### config.mk
export PLATFORM = sky130hd
export DESIGN_NAME = uart_baud_gen_flat
export DESIGN_NICKNAME = d
export VERILOG_FILES = /design/src/rtl/uart_baud_gen_if.sv /design/src/rtl/uart_baud_gen.sv /design/src/flat_wrapper.sv
export SDC_FILE = /design/constraint.sdc
export NUM_CORES = 1
export LEC_CHECK = 0
export ABC_AREA = 1
export BUFFER_PORTS_ARGS = -buffer_cell sky130_fd_sc_hd__buf_2
export CAP_MARGIN = 20
export CORE_MARGIN = 8
export CORE_UTILIZATION = 57
export CTS_CLUSTER_SIZE = 16
export DETAILED_ROUTE_END_ITERATION = 10
export PLACE_DENSITY = 0.89
export REMOVE_ABC_BUFFERS = 1
export SETUP_SLACK_MARGIN = 0.1
export SLEW_MARGIN = 20
export SYNTH_ARGS = -nofsm -noshare
export SYNTH_HDL_FRONTEND = slang
export SYNTH_SLANG_ARGS = --single-unit
### constraint.sdc
create_clock -name clk -period 1.83 [get_ports clk]
set_input_delay 0.366 -clock clk [delete_from_list [all_inputs] [get_ports clk]]
set_output_delay 0.366 -clock clk [all_outputs]
set_load 0.03 [all_outputs]
### src/rtl/uart_baud_gen_if.sv
// Purpose: divisor/tick bundle between UART config logic, baud generator and TX/RX engines.
// Latency: none, wires only.
// Backpressure: none; ticks are free-running clock enables with no ready path.
//
// Signals:
//   dvsr    - divisor from config logic (rx_tick period is dvsr+1 clocks)
//   rx_tick - single-cycle oversampling tick
//   tx_tick - single-cycle bit tick, coincident with every OVERSAMPLE-th rx_tick
interface uart_baud_gen_if #(
    parameter int DVSR_W = 11
);
    logic [DVSR_W-1:0] dvsr;
    logic              rx_tick;
    logic              tx_tick;

    // master: config side drives the divisor and consumes the ticks
    modport master (
        output dvsr,
        input  rx_tick,
        input  tx_tick
    );

    // slave: the baud generator itself
    modport slave (
        input  dvsr,
        output rx_tick,
        output tx_tick
    );
endinterface

### src/rtl/uart_baud_gen.sv
// Purpose: programmable baud tick generator; rx_tick every dvsr+1 clocks, tx_tick every OVERSAMPLE rx_ticks.
// Latency: ticks are registered; a dvsr change is seen on the next edge's comparison.
// Backpressure: none; ticks are free-running and cannot be stalled.
//
// Ports:
//   clk   - system clock, rising edge
//   reset - asynchronous active-low reset (deassertion must be synchronised by the integrator)
//   bus   - uart_baud_gen_if.slave: dvsr in, rx_tick/tx_tick out
// DVSR_W must match the interface instance's DVSR_W. OVERSAMPLE must be a power of two >= 2.
module uart_baud_gen #(
    parameter int DVSR_W     = 11,
    parameter int OVERSAMPLE = 16
) (
    input  logic            clk,
    input  logic            reset,
    uart_baud_gen_if.slave  bus
);
    localparam int TX_W = $clog2(OVERSAMPLE);
    localparam logic [TX_W-1:0] TX_LAST = TX_W'(OVERSAMPLE - 1);

    logic [DVSR_W-1:0] rx_cnt;
    logic [TX_W-1:0]   tx_cnt;
    logic              rx_tick_q;
    logic              tx_tick_q;
    logic              rx_wrap;

    // ">=" rather than "==" so that lowering dvsr below the running count
    // wraps on the next edge instead of counting through 2^DVSR_W.
    assign rx_wrap = (rx_cnt >= bus.dvsr);

    always_ff @(posedge clk or negedge reset) begin
        if (!reset) begin
            rx_cnt    <= '0;
            tx_cnt    <= '0;
            rx_tick_q <= 1'b0;
            tx_tick_q <= 1'b0;
        end else begin
            if (rx_wrap) begin
                rx_cnt    <= '0;
                rx_tick_q <= 1'b1;
                // tx divider only advances on the rx wrap edge, so tx_tick
                // can only ever rise together with rx_tick.
                if (tx_cnt == TX_LAST) begin
                    tx_cnt    <= '0;
                    tx_tick_q <= 1'b1;
                end else begin
                    tx_cnt    <= tx_cnt + TX_W'(1);
                    tx_tick_q <= 1'b0;
                end
            end else begin
                // rx_cnt < dvsr here, so the increment cannot overflow.
                rx_cnt    <= rx_cnt + DVSR_W'(1);
                rx_tick_q <= 1'b0;
                tx_tick_q <= 1'b0;
            end
        end
    end

    assign bus.rx_tick = rx_tick_q;
    assign bus.tx_tick = tx_tick_q;
endmodule

### src/flat_wrapper.sv
// flat-port wrapper written by rule: the top's interface ports become plain ports
module uart_baud_gen_flat 
#(
    parameter int DVSR_W     = 11,
    parameter int OVERSAMPLE = 16
)
  (clk, reset, bus_dvsr, bus_rx_tick, bus_tx_tick);
  uart_baud_gen_if #(.DVSR_W(DVSR_W)) bus_i ();
  input  logic clk;
  input  logic reset;
  input wire logic [$bits(bus_i.dvsr)-1:0] bus_dvsr;
  output wire logic [$bits(bus_i.rx_tick)-1:0] bus_rx_tick;
  output wire logic [$bits(bus_i.tx_tick)-1:0] bus_tx_tick;
  assign bus_i.dvsr = bus_dvsr;
  assign bus_rx_tick = bus_i.rx_tick;
  assign bus_tx_tick = bus_i.tx_tick;
  uart_baud_gen #(.DVSR_W(DVSR_W), .OVERSAMPLE(OVERSAMPLE)) u_core (.clk(clk), .reset(reset), .bus(bus_i));
endmodule
[After elaboration in Yosys (flattened, before gate mapping)]
Cells that the tools add are included.
Word-level totals
  output and inout port bits: 2
  register bits: 17
  input port bits: 13
  word-level logic and storage cells: 13
Cells by class
  add/sub/neg operators: 2
  equality and inequality tests: 1
  order comparisons: 1
  mux-type cells: 5
Operator list (count)
  $add 11x1->11 const B: 1
  $ge 11x11->1: 1
  $mux 11: 1
  $add 4x1->4 const B: 1
  $eq 4x4->1 const B: 1
  $mux 4: 1
  $mux 1: 3

[Logic depth before layout (Yosys ltp)]
  depth after elaboration: 3
  depth in mapped cells: 10

[Least setup slack after synthesis]
Ideal clock, no wire load.
  path type: register -> register
  start: register u_core.rx_cnt[6]
  end: register u_core.rx_cnt[0]
  arrival time: 1.380 ns
  buffers on the path: 1
  cell stages (with the launch flop): 10
  library setup time: 0.122 ns
  path slack: 0.327 ns
  required time: 1.708 ns
  cells stage by stage: dfrtp_1 -> ha_1 -> nand2_1 -> nor2_1 -> nand2_1 -> nor2_1 -> nor2_4 -> nand2_4 -> buf_8 -> nor2_1
Between the ends
  word-level cells in the longest chain between the ends: 2
Ends and longest elaborated chain
  start, declared: RTL line uart_baud_gen.sv:21  | logic [DVSR_W-1:0] rx_cnt;
  start signal, assigned: RTL line uart_baud_gen.sv:52  | rx_cnt <= rx_cnt + DVSR_W'(1);
  $ge 11x11->1: RTL line uart_baud_gen.sv:29  | assign rx_wrap = (rx_cnt >= bus.dvsr);
  via u_core.rx_wrap: RTL line uart_baud_gen.sv:25  | logic rx_wrap;
  $mux 11: RTL line uart_baud_gen.sv:38  | if (rx_wrap) begin
The timed path passes the listed nets, and every way through them passes these cells.
A chain may end at the register's enable or synchronous reset.

[Worst setup path after layout]
  start: register u_core.rx_cnt[6]
  end: register u_core.rx_cnt[2]
Between the ends
  word-level cells in the longest chain between the ends: 2
Ends and longest elaborated chain (RTL line)
  $ge 11x11->1: uart_baud_gen.sv:29
  $mux 11: uart_baud_gen.sv:38
Every way passes these cells.

==> flow_metrics.py <==
metrics = {
    "outcome": {
        "run_status": "finished clean",
    },
    "power": {
        "swShare_pct": 41.4,
        "max-vdd-ir-drop_mv": 0.990,
        "p_clk_share_pct": 13.7,
        "p_sw_uw": 588,
        "seqPwrFrac_pct": 45.4,
        "power_density_nw_per_um2": 1040,
        "power.internal_uw": 834,
        "p_comb_share_pct": 40.9,
        "p_leak_uw": 0.000811,
        "total_power_uw": 1420,
    },
    "synth": {
        "synth_seq_cells": 17,
        "syn_inst": 164,
        "ys_types": 20,
        "syn_avg_cell_area_um2": 7.45,
        "yosysSeqAreaShare_pct": 34.8,
        "ys_warn_count": 0,
        "synthesis.area_um2": 1220,
    },
    "final_layout": {
        "antenna_cells": 0,
        "fillCellCount": 182,
        "areaGrowthSynthToFinish_pct": 11.8,
        "drive_gt1_share_pct": 17.5,
        "final_cell_mix": "nand2_1 (36), inv_1 (33), nor2_1 (18)",
        "nNetsFinal": 210,
        "layout_commonest_cell": "nand2_1",
    },
    "die": {
        "rows": 16,
        "dieArea_um2": 3880,
        "die_w_um": 62.3,
        "start_util_pct": 61.0,
        "die_y_um": 62.3,
        "core_um2": 2000,
        "ios": 15,
    },
    "route": {
        "wl_um": 2440,
        "via_per_inst": 4.99,
        "drc": 0,
        "dr.first_iter.drc_count": 35,
        "via_count": 1048,
        "drtAntennaViolNets": 0,
        "drtPass1Iterations": 4,
        "wl_per_cell_um": 11.6,
    },
    "grt": {
        "grt_use_met2_pct": 21.3,
        "met1_usage_pct": 14.9,
        "top_usage_layer": "met2",
        "grt_max_degree": 18,
        "grt_pass1_vias": 1024,
        "antenna_found_initial": 0,
        "grtUsageTotal_pct": 12.6,
        "grt_first_pass_wirelength_um": 4150,
        "met3_usage_pct": 1.79,
        "gr-total-overflow": 0,
    },
    "critical_path": {
        "startpoint": "u_core.rx_cnt[6]$_DFF_PN0_",
        "crit_required_ps": 2010,
        "rr_startpoint": "u_core.rx_cnt[6]$_DFF_PN0_",
        "path_class": "register to register",
        "start_kind": "register",
        "end_kind": "register",
        "crit_arrival_ps": 1810,
        "critPathMaxFanout": 12,
    },
    "sta": {
        "slew_headroom_pct": 76.4,
        "tightestPinTransition_ps": 354,
        "finalCriticalPeriod_ps": 1640,
        "rsz0062_at_grt": "yes",
        "max_clock_freq_ghz": 0.611,
        "hold_viol": 0,
        "final_max_slew_viol_count": 0,
        "fin_skew_ps": 8.20,
        "final.setup.tns_ps": 0,
        "fin_crit_sh_pct": 89.4,
        "setup_viol": 0,
    },
    "cts": {
        "clock-sinks": 17,
        "clk_latency_ps": 290,
        "clockRootBuffer": "clkbuf_4",
        "clk_pin_slew_ps": 100,
        "clk_path_buf_depth": 2,
        "cts_tree": "built",
        "h-tree-depth": 1,
        "cts_buffers": 3,
    },
    "job": {
        "maxCapViolCount": 0,
    },
    "placement": {
        "place_congestion": 0.863,
        "portBuffers": 14,
        "hpwl_um": 1950,
    },
    "hold_path": {
        "min_path_type": "input port to asynchronous set/reset pin",
    },
}
## cells in the mapped netlist
library cell	n	area share (%)
nand2_1	36	11
inv_1	33	10
nor2_1	19	5.8
dfrtp_1	17	35
nand3_1	15	6.1
ha_1	13	13
xor2_1	6	4.3
nor3_1	4	1.6
o21bai_1	4	2.5
a21oi_1	3	1.2
nand2_2	2	1.0
nand4_1	2	1.0
nor2_2	2	1.0
xnor2_1	2	1.4
a21oi_2	1	0.72
buf_8	1	1.2
inv_2	1	0.31
nand2_4	1	0.92
nor2_4	1	0.92
o21ai_0	1	0.41
## what timing repair did
| action | 4_1_cts | 5_1_grt |
|---|---|---|
| setup buffers | 0 | 1 |
| setup endpoints to repair | 0 | 12 |
| gates resized for setup | 0 | 5 |
| endpoints found under the hold margin | 17 | 0 |
| hold buffers | 1 | 0 |
## cells by family after synthesis
logic type | after synthesis | share of synthesized area [%]
simple gates | 82 | 29.6
buf+inv | 35 | 11.7
flops | 17 | 34.8
fa+ha+maj | 13 | 13.3
compound gates | 9 | 4.82
xor+xnor | 8 | 5.74
## path summary, 6_finish.rpt
kind	slack, ps	to	cells past startpoint
worst min register to register	550	u_core.rx_cnt[0]$_DFF_PN0_	1
worst min-delay path	500	u_core.rx_cnt[7]$_DFF_PN0_	2
worst max register to register	190	u_core.rx_cnt[2]$_DFF_PN0_	8
worst max-delay path	190	u_core.rx_cnt[2]$_DFF_PN0_	8
max in group asynchronous	1040	u_core.rx_cnt[2]$_DFF_PN0_	2
min in group clk	550	u_core.rx_cnt[0]$_DFF_PN0_	1
## area by class of cell
cell class / count / area (µm²) / area share, %
Multi-Input combinational cell: 112 / 659 / 48.3
Timing Repair Buffer: 16 / 87.6 / 6.42
Inverter: 34 / 128 / 9.35
Clock inverter: 1 / 5.00 / 0.367
Sequential cell: 17 / 429 / 31.4
Tap cell: 27 / 33.8 / 2.47
Clock buffer: 3 / 22.5 / 1.65
## through the flow
| stage | hold WS [ps] | std cells | worst slack [ps] | cell area [µm²] | utilization, % |
|---|---|---|---|---|---|
| floorplan | 70.4 | 163 | 384 | 1210 | - |
| global placement | 287 | 204 | 214 | 1310 | 65.4 |
| detailed placement | 295 | 204 | 163 | 1310 | 65.4 |
| CTS | 509 | 209 | 186 | 1350 | 67.3 |
| global route | 551 | 210 | 77.4 | 1370 | 68.2 |
| finish | 501 | 210 | 194 | 1370 | 68.2 |
## flip-flops by register name, indices dropped and copies added (netlist names)
register / flops
u_core.bus.rx_tick: 1
u_core.rx_cnt: 11
u_core.bus.tx_tick: 1
u_core.tx_cnt: 4
## power groups by stage
stage	combinational, µW	clock [µW]	sequential, µW
finish	581	195	646
global route	671	218	666
CTS	561	201	632
detailed placement	555	0	640
global placement	523	0	634
floorplan	443	0	603
## worst max-delay path, stage by stage (launching register included)
cell	delay [ps]
dfrtp_1	430
ha_1	320
nand2_1	90
nor2_2	150
nand2_1	60
nor2_1	180
nor2_4	90
nand2_4	140
nor2_1	60
## per-layer routing
metal / routed length (µm) / vias to the layer above
li1: - / 542
met1: 1130 / 472
met2: 1150 / 27
met3: 98 / 7
met4: 65 / 0
met5: 0 / -
Note: power is estimated with default switching activity, not from simulation.
